**src/rtl/tinyrv_pkg.sv**
```systemverilog
// Shared constants, op encoding and sequencer state encoding for the byte-serial core.
package tinyrv_pkg;

  localparam int unsigned NREGS  = 16;
  localparam int unsigned AW     = 4;
  localparam int unsigned NPHASE = 4;
  localparam int unsigned PW     = 2;

  typedef enum logic [2:0] {
    OP_ADD  = 3'd0,
    OP_SUB  = 3'd1,
    OP_AND  = 3'd2,
    OP_OR   = 3'd3,
    OP_XOR  = 3'd4,
    OP_SLT  = 3'd5,
    OP_SLTU = 3'd6
  } op_e;

  typedef logic [1:0] seq_state_t;

  localparam seq_state_t ST_IDLE = 2'd0;
  localparam seq_state_t ST_EXEC = 2'd1;
  localparam seq_state_t ST_FIX  = 2'd2;

  // Ops that feed the slice an inverted b operand with carry-in 1 at phase 0.
  function automatic logic op_is_sub(input logic [2:0] op);
    return (op == OP_SUB) || (op == OP_SLT) || (op == OP_SLTU);
  endfunction

  // Whether the byte computed in the given phase is written back to rd.
  function automatic logic op_writes(input logic [2:0] op, input logic [PW-1:0] phase,
                                     input logic slt_en);
    if (op <= OP_XOR) return 1'b1;
    if (slt_en && ((op == OP_SLT) || (op == OP_SLTU)) && (phase != '0)) return 1'b1;
    return 1'b0;
  endfunction

endpackage

```
**src/rtl/rf_byte_alu.sv**
```systemverilog
// Combinational 8-bit ALU slice; chains across phases through cin/cout.
module rf_byte_alu
  import tinyrv_pkg::*;
(
  input  logic [7:0] a,
  input  logic [7:0] b,
  input  logic [2:0] op,
  input  logic       cin,
  output logic [7:0] y,
  output logic       cout,
  output logic       y_sign
);

  logic [7:0] b_eff;
  logic [8:0] sum;

  always_comb begin
    b_eff = op_is_sub(op) ? ~b : b;
    sum   = 9'(a) + 9'(b_eff) + 9'(cin);
    y     = sum[7:0];
    cout  = sum[8];
    case (op)
      OP_AND: begin y = a & b; cout = 1'b0; end
      OP_OR:  begin y = a | b; cout = 1'b0; end
      OP_XOR: begin y = a ^ b; cout = 1'b0; end
      default: ;
    endcase
  end

  assign y_sign = y[7];

endmodule

```
**src/rtl/rf_byte_sequencer.sv**
```systemverilog
// Walks one ALU op across four byte phases of the register file, LSB first.
// Define RF_SEQ_SLT_EN to build SLT/SLTU support (extra FIX cycle writing the compare bit).
module rf_byte_sequencer
  import tinyrv_pkg::*;
(
  input  logic          clk,
  input  logic          rst_n,
  input  logic          req_valid,
  output logic          req_ready,
  input  logic [2:0]    req_op,
  input  logic [AW-1:0] req_rs1,
  input  logic [AW-1:0] req_rs2,
  input  logic [AW-1:0] req_rd,
  output logic          done,
  output logic          result_zero,
  output logic [PW-1:0] rf_phase,
  output logic [AW-1:0] rf_rs1,
  output logic [AW-1:0] rf_rs2,
  output logic [AW-1:0] rf_rd,
  input  logic [7:0]    rf_rs1_dat,
  input  logic [7:0]    rf_rs2_dat,
  output logic [7:0]    rf_rd_dat
);

`ifdef RF_SEQ_SLT_EN
  localparam logic SLT_EN = 1'b1;
`else
  localparam logic SLT_EN = 1'b0;
`endif

  seq_state_t    state_q, state_d;
  logic [PW-1:0] phase_q, phase_d;
  logic [2:0]    op_q, op_d;
  logic [AW-1:0] rs1_q, rs1_d;
  logic [AW-1:0] rs2_q, rs2_d;
  logic [AW-1:0] rd_q, rd_d;
  logic [AW-1:0] rf_rd_q, rf_rd_d;
  logic          carry_q, carry_d;
  logic          zacc_q, zacc_d;
  logic          lt_q, lt_d;
  logic          done_q, done_d;
  logic          ready_q, ready_d;
  logic          rzero_q, rzero_d;

  logic [7:0]    alu_y;
  logic          alu_cout;
  logic          alu_sign;
  logic          alu_cin_c;
  logic          slt_op_c;
  logic          last_phase_c;
  logic          byte_zero_c;

  assign slt_op_c     = SLT_EN && ((op_q == OP_SLT) || (op_q == OP_SLTU));
  assign last_phase_c = (phase_q == PW'(NPHASE - 1));
  assign byte_zero_c  = (alu_y == 8'h00);
  // Carry is cleared on accept, so only subtract forms need a forced carry-in at phase 0.
  assign alu_cin_c    = ((phase_q == '0) && op_is_sub(op_q)) ? 1'b1 : carry_q;

  rf_byte_alu u_alu (
    .a      (rf_rs1_dat),
    .b      (rf_rs2_dat),
    .op     (op_q),
    .cin    (alu_cin_c),
    .y      (alu_y),
    .cout   (alu_cout),
    .y_sign (alu_sign)
  );

  // Next-state, datapath latches and registered outputs.
  always_comb begin
    state_d = state_q;
    phase_d = phase_q;
    op_d    = op_q;
    rs1_d   = rs1_q;
    rs2_d   = rs2_q;
    rd_d    = rd_q;
    rf_rd_d = '0;
    carry_d = carry_q;
    zacc_d  = zacc_q;
    lt_d    = lt_q;
    done_d  = 1'b0;
    ready_d = ready_q;
    rzero_d = rzero_q;
    case (state_q)
      ST_IDLE: begin
        ready_d = 1'b1;
        if (req_valid && ready_q) begin
          state_d = ST_EXEC;
          phase_d = '0;
          op_d    = req_op;
          rs1_d   = req_rs1;
          rs2_d   = req_rs2;
          rd_d    = req_rd;
          carry_d = 1'b0;
          zacc_d  = 1'b1;
          ready_d = 1'b0;
          rf_rd_d = op_writes(req_op, '0, SLT_EN) ? req_rd : '0;
        end
      end
      ST_EXEC: begin
        carry_d = alu_cout;
        zacc_d  = zacc_q & byte_zero_c;
        if (last_phase_c) begin
          phase_d = '0;
          if (slt_op_c) begin
            state_d = ST_FIX;
            rf_rd_d = rd_q;
            // Signed compare falls back to the difference sign only when operand signs match.
            if (op_q == OP_SLTU) lt_d = ~alu_cout;
            else lt_d = (rf_rs1_dat[7] != rf_rs2_dat[7]) ? rf_rs1_dat[7] : alu_sign;
          end else begin
            state_d = ST_IDLE;
            done_d  = 1'b1;
            ready_d = 1'b1;
            rzero_d = (op_q <= OP_XOR) && zacc_q && byte_zero_c;
          end
        end else begin
          phase_d = phase_q + PW'(1);
          rf_rd_d = op_writes(op_q, phase_q + PW'(1), SLT_EN) ? rd_q : '0;
        end
      end
`ifdef RF_SEQ_SLT_EN
      ST_FIX: begin
        state_d = ST_IDLE;
        done_d  = 1'b1;
        ready_d = 1'b1;
        rzero_d = zacc_q;
      end
`endif
      default: begin
        state_d = ST_IDLE;
        phase_d = '0;
        ready_d = 1'b1;
      end
    endcase
  end

  always_ff @(posedge clk) begin
    if (!rst_n) begin
      state_q <= ST_IDLE;
      phase_q <= '0;
      op_q    <= '0;
      rs1_q   <= '0;
      rs2_q   <= '0;
      rd_q    <= '0;
      rf_rd_q <= '0;
      carry_q <= 1'b0;
      zacc_q  <= 1'b0;
      lt_q    <= 1'b0;
      done_q  <= 1'b0;
      ready_q <= 1'b1;
      rzero_q <= 1'b0;
    end else begin
      state_q <= state_d;
      phase_q <= phase_d;
      op_q    <= op_d;
      rs1_q   <= rs1_d;
      rs2_q   <= rs2_d;
      rd_q    <= rd_d;
      rf_rd_q <= rf_rd_d;
      carry_q <= carry_d;
      zacc_q  <= zacc_d;
      lt_q    <= lt_d;
      done_q  <= done_d;
      ready_q <= ready_d;
      rzero_q <= rzero_d;
    end
  end

  // Write byte follows the file's combinational read in the same cycle.
  always_comb begin
    rf_rd_dat = alu_y;
    if (state_q == ST_FIX) rf_rd_dat = {7'b0, lt_q};
    else if (slt_op_c) rf_rd_dat = 8'h00;
  end

  assign req_ready   = ready_q;
  assign done        = done_q;
  assign result_zero = rzero_q;
  assign rf_phase    = phase_q;
  assign rf_rs1      = rs1_q;
  assign rf_rs2      = rs2_q;
  assign rf_rd       = rf_rd_q;

endmodule

```
**config.mk**
```make
export PLATFORM = sky130hd
export DESIGN_NAME = rf_byte_sequencer
export DESIGN_NICKNAME = d
export VERILOG_FILES = /design/src/rtl/tinyrv_pkg.sv /design/src/rtl/rf_byte_alu.sv /design/src/rtl/rf_byte_sequencer.sv
export SDC_FILE = /design/constraint.sdc
export NUM_CORES = 1
export LEC_CHECK = 0
export ABC_AREA = 1
export BUFFER_PORTS_ARGS = -buffer_cell sky130_fd_sc_hd__buf_2
export CAP_MARGIN = 10
export CORE_ASPECT_RATIO = 1.4
export CORE_MARGIN = 4
export CORE_UTILIZATION = 40
export CTS_CLUSTER_DIAMETER = 40
export CTS_CLUSTER_SIZE = 20
export DETAILED_ROUTE_END_ITERATION = 8
export PLACE_DENSITY = 0.63
export SKIP_LAST_GASP = 1
export SYNTH_ARGS = -nofsm -noshare
export SYNTH_HDL_FRONTEND = slang
export SYNTH_SLANG_ARGS = --single-unit
export TNS_END_PERCENT = 20
```
**constraint.sdc**
```tcl
create_clock -name clk -period 3.05 [get_ports clk]
set_input_delay 0.4575 -clock clk [delete_from_list [all_inputs] [get_ports clk]]
set_output_delay 0.4575 -clock clk [all_outputs]
set_load 0.03 [all_outputs]
```
---- Word level (Yosys, flattened, before mapping) ----
Index checks and enable logic that the tools add are counted.
word-level totals
  logic and storage cells ................. 87
  output and inout bits ................... 25
  bits in latches ......................... 0
  bits in read-only memories .............. 0
  memory bits (writable) .................. 0
  register bits ........................... 28
  memories ................................ 0
  input port bits ......................... 34
cells by class
  $add $sub $neg .......................... 3
  equal/unequal tests ..................... 11
  multiplexer cells ....................... 38
  $mul .................................... 0
  shift operators ......................... 0
  div/mod/pow operators ................... 0
  bitwise logic cells ..................... 5
  reductions and logical operators ........ 16
  order comparisons ....................... 2
operators by type and width
  kind                                                                   count
  8-bit case mux with 3 select lines                                     1
  1-bit two-way mux                                                      21
  4-bit two-way mux                                                      4
  8-bit two-way mux                                                      2
  2-bit AND reduction                                                    5
  8-bit by 8-bit adder with 9-bit output                                 1
  9-bit by 1-bit adder with 9-bit output                                 1
  3-bit equality test, second input constant                             3
  8-bit bitwise AND                                                      1
  8-bit logical NOT                                                      1
  2-bit two-way mux                                                      4
  8-bit NOT                                                              1
  8-bit OR                                                               1
  2-bit case mux with 2 select lines                                     2
  4-bit case mux with 2 select lines                                     1
  8-bit XOR                                                              1
  3-bit by 2-bit equality test with 1-bit output, second input constant  2
  3-bit less-or-equal comparator, second input constant                  2
  1-bit case mux with 2 select lines                                     3
  2-bit equality test, second input constant                             2
  1-bit logical AND                                                      4
  2-bit logical NOT                                                      2
  2-bit != test, second input constant                                   2
  3-bit by 1-bit equality test with 1-bit output, second input constant  1
  other kinds (6)                                                        7

---- Longest topological paths before layout ----
  depth after elaboration ................. 10
  gate-level depth with buffers ........... 18
  depth with buffers taken out ............ 17

---- Modules after synthesis ----
A second synthesis with hierarchy kept.
second synthesis, totals
  cell total of the unflattened synthesis .. 297
  area, all modules ....................... 2070.7 um^2
by module, submodules not included
  module             times used  area an instance (um^2)  cells each
  rf_byte_sequencer  1           1107.3                   145
  rf_byte_alu        1           963.4                    152

---- Worst setup path before layout ----
No wires, ideal clock.
  kind .................................... reg2out
  start ................................... register op_q[0]
  end ..................................... output port rf_rd_dat[4]
  slack ................................... 0.275 ns
  arrival time ............................ 2.318 ns
  stages on the path, launching flop included .. 16
  required time ........................... 2.592 ns
  path through ............................ dfxtp_1 > nor2_2 > buf_6 > inv_1 > nand3_2 > xor2_1 > fa_1 > inv_1 > fa_1 > inv_1 > nand3_1 > nand2_1 > nand2_1 > nand3_1 > nand2_2 > inv_1
on the way
  longest elaborated chain between the ends .. 8
  elaborated cells between the ends (all ways) .. 15
  those cells by class .................... 2 x add/sub; 6 x eq/ne; 4 x mux; 3 x reduce/logical
RTL lines
  what                                                                                          line                                        source
  start, declared                                                                               rf_byte_sequencer.sv:33                     logic [2:0] op_q, op_d;
  start signal, assigned                                                                        rf_byte_sequencer.sv:156                    op_q <= op_d;
  3-bit by 1-bit equality test with 1-bit output / 3-bit equality test (equally long branches)  tinyrv_pkg.sv:27                            return (op == OP_SUB) || (op == OP_SLT) || (op == OP_SLTU);
  1-bit logical OR (2 in a row)                                                                 tinyrv_pkg.sv:27
  8-bit two-way mux / 1-bit logical AND (equally long branches)                                 rf_byte_alu.sv:18, rf_byte_sequencer.sv:57
  8-bit by 8-bit adder with 9-bit output / 1-bit two-way mux (equally long branches)            rf_byte_alu.sv:19, rf_byte_sequencer.sv:57
  9-bit by 1-bit adder with 9-bit output                                                        rf_byte_alu.sv:19                           sum = 9'(a) + 9'(b_eff) + 9'(cin);
  8-bit case mux with 3 select lines (*)                                                        rf_byte_alu.sv:22                           case (op)
  8-bit two-way mux (*)                                                                         rf_byte_sequencer.sv:173                    if (state_q == ST_FIX) rf_rd_dat = {7'b0, lt_q};
  end, declared                                                                                 rf_byte_sequencer.sv:22                     output logic [7:0] rf_rd_dat
Every way passes the cells marked *; elsewhere a longest branch is shown, timed or not.

---- Worst setup path in the final report ----
  start ................................... register op_q[0]
  end ..................................... output port rf_rd_dat[6]
Same word-level chain as after synthesis.

==> run_summary.xml <==
<?xml version="1.0" encoding="UTF-8"?>
<metrics>
  <group name="yosys">
    <metric name="synthFlopType" unit="">sky130_fd_sc_hd__dfxtp_1</metric>
    <metric name="synth.most_common_cell" unit="">sky130_fd_sc_hd__nand2_1</metric>
    <metric name="synth_top_family_by_area" unit="">simple AND/OR/NAND/NOR gates</metric>
    <metric name="synth.area.mux_share" unit="%">0</metric>
    <metric name="synth_async_sr_flop_share" unit="%">0</metric>
    <metric name="synth_top_cell_by_area" unit="">sky130_fd_sc_hd__dfxtp_1</metric>
    <metric name="synth_top_cells_by_area" unit="">sky130_fd_sc_hd__dfxtp_1, sky130_fd_sc_hd__ha_1, sky130_fd_sc_hd__nand2_1</metric>
    <metric name="post_synth_xor_area_fraction" unit="%">3.34</metric>
    <metric name="commonest_cells_in_the_synthesized_netlist" unit="">sky130_fd_sc_hd__nand2_1, sky130_fd_sc_hd__inv_1, sky130_fd_sc_hd__nand3_1</metric>
    <metric name="mean_area_per_synthesized_cell" unit="um2">6.70</metric>
    <metric name="synth_adder_area_share" unit="%">16.8</metric>
    <metric name="synth-compound-area-share" unit="%">12.0</metric>
    <metric name="seq_area_frac_synth" unit="%">25.8</metric>
    <metric name="yosysWarningCount" unit="">0</metric>
    <metric name="synth_edf_count" unit="">0</metric>
    <metric name="synthesis.nets" unit="">374</metric>
    <metric name="synth-seq-cells" unit="">27</metric>
    <metric name="syn-cell-area" unit="um2">2100</metric>
    <metric name="synth_top_area_share" unit="%">25.8</metric>
    <metric name="synth_cell_types" unit="">27</metric>
    <metric name="synth_simple_gate_area_share" unit="%">29.3</metric>
    <metric name="syn_inst" unit="">313</metric>
  </group>
  <group name="placement">
    <metric name="gpl.final_weighted_congestion" unit="">0.830</metric>
    <metric name="port-buffer-count" unit="">58</metric>
    <metric name="dpl.hpwl" unit="um">4280</metric>
    <metric name="placed_cells_incl_taps" unit="">432</metric>
  </group>
  <group name="grt">
    <metric name="overflow" unit="">0</metric>
    <metric name="grt_pass1_wl" unit="um">8800</metric>
    <metric name="antenna_found_initial" unit="">0</metric>
    <metric name="grt_util_all_layers" unit="%">16.2</metric>
    <metric name="maximum_number_of_pins_on_one_net_before_global_route_repair" unit="">20</metric>
    <metric name="grt_pass1_vias" unit="">2065</metric>
  </group>
  <group name="cells_and_area">
    <metric name="insertedDiodeCount" unit="">0</metric>
    <metric name="post_route_cells_drive_above_1_share" unit="%">26.4</metric>
    <metric name="regArea" unit="um2">543</metric>
    <metric name="area_delta_synth_final" unit="%">25.4</metric>
    <metric name="fin_cells" unit="">443</metric>
    <metric name="area_taken_by_multi_input_logic_gates" unit="um2">1350</metric>
    <metric name="fin_nets" unit="">441</metric>
    <metric name="final.fill_count" unit="">536</metric>
  </group>
  <group name="pwr">
    <metric name="cellLeakagePower" unit="nW">1.42</metric>
    <metric name="ir_drop" unit="mV">0.403</metric>
    <metric name="cellPowerDensity" unit="nW/um2">533</metric>
  </group>
  <group name="timing">
    <metric name="transition_time_at_the_pin_with_the_least_slew_margin" unit="ns">0.492</metric>
    <metric name="maxSlewViolCount" unit="">0</metric>
    <metric name="fin_worst_skew" unit="ns">0.00355</metric>
    <metric name="final.period_utilization" unit="%">97.2</metric>
    <metric name="achievable-frequency" unit="MHz">337</metric>
    <metric name="period_needed" unit="ns">2.96</metric>
    <metric name="setup-violations-final" unit="">0</metric>
    <metric name="final_hold_viol_count" unit="">0</metric>
    <metric name="rsz0062_at_grt" unit="">yes</metric>
    <metric name="tns" unit="ns">0</metric>
    <metric name="slew_headroom" unit="%">66.9</metric>
  </group>
  <group name="setup_path">
    <metric name="cpMaxStageDelayCell" unit="">sky130_fd_sc_hd__dfxtp_2</metric>
    <metric name="max_stage_delay" unit="ns">0.39</metric>
    <metric name="cp.buffers_inverters" unit="">4</metric>
    <metric name="capturing_element_type_of_the_critical_path" unit="">output port</metric>
    <metric name="worst_r2r_startpoint" unit="">op_q[0]</metric>
    <metric name="cp.arrival" unit="ns">2.51</metric>
    <metric name="cpLargestDelayFamily" unit="">simple AND/OR/NAND/NOR gates</metric>
    <metric name="startpoint_of_the_worst_setup_timing_path" unit="">op_q[0]</metric>
    <metric name="worstPathMaxFanout" unit="">5</metric>
    <metric name="startpoint_type" unit="">flip-flop</metric>
    <metric name="crit_chain" unit="">nor2_2 -&gt; inv_1 -&gt; nand3_4 -&gt; buf_6 -&gt; xor2_1 -&gt; ha_1 -&gt; buf_4 -&gt; a21oi_1 -&gt; nand3_1 -&gt; nand2_1 -&gt; nand3_1 -&gt; nand2_2 -&gt; buf_6</metric>
    <metric name="worstSetupPathType" unit="">flip-flop to output port</metric>
    <metric name="worst_ep_required_time" unit="ns">2.59</metric>
  </group>
  <group name="routing">
    <metric name="detail_route.wirelength" unit="um">5370</metric>
    <metric name="iteration_0_drc_markers" unit="">58</metric>
    <metric name="total_iterations_of_the_first_detailed_routing_run" unit="">4</metric>
    <metric name="route.detailed.drc" unit="">0</metric>
    <metric name="vias_per_cell" unit="">4.79</metric>
    <metric name="routedWlPerCell" unit="um">12.1</metric>
    <metric name="drt.antenna.violating_nets" unit="">0</metric>
    <metric name="via_count_of_the_routed_design" unit="">2122</metric>
  </group>
  <group name="clocking">
    <metric name="clk_pin_slew_worst_paths" unit="ns">0.09</metric>
    <metric name="ctsHoldBuffers" unit="">0</metric>
    <metric name="clockRootBuffer" unit="">sky130_fd_sc_hd__clkbuf_8</metric>
    <metric name="clk_latency" unit="ns">0.27</metric>
    <metric name="cts.path.max_buffers" unit="">2</metric>
    <metric name="clock_sinks" unit="">27</metric>
    <metric name="tritoncts" unit="">built</metric>
    <metric name="cts_buffers" unit="">3</metric>
    <metric name="htreeDepth" unit="">1</metric>
  </group>
  <group name="die">
    <metric name="floorplan.rows" unit="">30</metric>
    <metric name="boundaryPins" unit="">59</metric>
    <metric name="die_x" unit="um">69.2</metric>
    <metric name="initial_core_util" unit="%">42.3</metric>
    <metric name="dieArea" unit="um2">6480</metric>
    <metric name="floorplan.die.height" unit="um">93.7</metric>
    <metric name="floorplan.core_area" unit="um2">4950</metric>
  </group>
  <group name="job">
    <metric name="max_cap_viols" unit="">0</metric>
  </group>
  <group name="worst_hold_path">
    <metric name="holdCritStartpoint" unit="">req_rs2[1]</metric>
    <metric name="hp-class" unit="">primary input to flip-flop</metric>
  </group>
  <group name="outcome">
    <metric name="outcome" unit="">finished clean</metric>
  </group>
</metrics>
## metal layers
| layer | track usage [%] | routed length, um | up-vias |
|---|---|---|---|
| li1 | - | - | 1113 |
| met1 | 18.6 | 2280 | 962 |
| met2 | 31.5 | 2850 | 45 |
| met3 | 1.71 | 213 | 2 |
| met4 | 3.91 | 32 | 0 |
| met5 | 0 | 0 | - |
## power breakdown
part / switching (mW) / total, mW / internal, mW
Clock: 0.105 / 0.196 / 0.0913
Combinational: 0.512 / 0.803 / 0.291
Sequential: 0.0202 / 0.403 / 0.383
Total: 0.637 / 1.40 / 0.765
## cell type report
class / instances / area share (%)
clock buffer: 3 / 1.57
clock inverter: 1 / 0.190
inverter: 60 / 8.61
multi-input combinational: 219 / 51.2
sequential: 27 / 20.6
tap: 64 / 3.04
timing repair buffer: 69 / 14.7
## worst min-delay path: cells and delay by family
family / cells / cell delay (ns)
AND/OR/NAND/NOR: 2 / 0.11
buffers and inverters: 1 / 0.08
## cells by family (layout without fill, tap and decap cells)
kind of cell    count (synthesis)  count (layout)
fa+ha+maj                      27              27
flops                          27              27
simple gates                  137             137
xor+xnor                        8               8
buf+inv                        67             133
compound gates                 47              47
## timing repair
item,in CTS,in global routing
endpoints found under the hold margin,0,0
buffers inserted,0,7
resized for setup,0,21
endpoints found under the setup margin,0,6
## flip-flops by register name, summed over array words and instances (netlist names), 2 cells and up
register / flops
rf_phase: 2
rf_rs1: 4
rf_rs2: 4
op_q: 3
rd_q: 4
rf_rd: 4
## final timing paths
path / endpoint / slack, ns / cells after the start
setup / recovery: rf_rd_dat[6] / 0.09 / 13
setup reg to reg: result_zero / 0.46 / 17
hold reg to reg: rf_rd[2] / 0.47 / 2
hold / removal: rf_rs2[1] / 0.41 / 3
## stage by stage
stage | hold WS (ns) | utilization (%) | total power [mW] | worst slack (ns) | cell area [um2]
floorplan | 0.439 | - | 0.951 | 0.275 | 2100
global placement | 0.449 | 49.6 | 1.13 | 0.394 | 2460
detailed placement | 0.457 | 49.6 | 1.13 | 0.325 | 2460
CTS | 0.409 | 50.5 | 1.33 | 0.0259 | 2500
global route | 0.432 | 53.1 | 1.51 | -0.0424 | 2630
finish | 0.412 | 53.1 | 1.40 | 0.0866 | 2630
## cells in the final DEF (no fill, tap or decap), types with 2 or more instances in the layout
cell type / synthesis / final
sky130_fd_sc_hd__nand2_1: 61 / 60
sky130_fd_sc_hd__inv_1: 58 / 57
sky130_fd_sc_hd__buf_2: 1 / 55
sky130_fd_sc_hd__nand3_1: 32 / 32
sky130_fd_sc_hd__nor2_1: 28 / 28
sky130_fd_sc_hd__dfxtp_1: 27 / 25
sky130_fd_sc_hd__a21oi_1: 25 / 24
sky130_fd_sc_hd__ha_1: 25 / 24
sky130_fd_sc_hd__o21ai_0: 15 / 15
sky130_fd_sc_hd__buf_4: 2 / 11
sky130_fd_sc_hd__xor2_1: 8 / 6
sky130_fd_sc_hd__nor2_2: 5 / 5
sky130_fd_sc_hd__nand2_2: 3 / 4
sky130_fd_sc_hd__nand4_1: 3 / 3
sky130_fd_sc_hd__nand3_2: 4 / 3
sky130_fd_sc_hd__clkbuf_8: 0 / 3
sky130_fd_sc_hd__clkinv_2: 1 / 2
sky130_fd_sc_hd__o21ai_1: 2 / 2
sky130_fd_sc_hd__a21oi_2: 1 / 2
sky130_fd_sc_hd__fa_2: 0 / 2
sky130_fd_sc_hd__dfxtp_2: 0 / 2
sky130_fd_sc_hd__buf_6: 1 / 2
No activity file was read; power rests on OpenSTA's default activity.
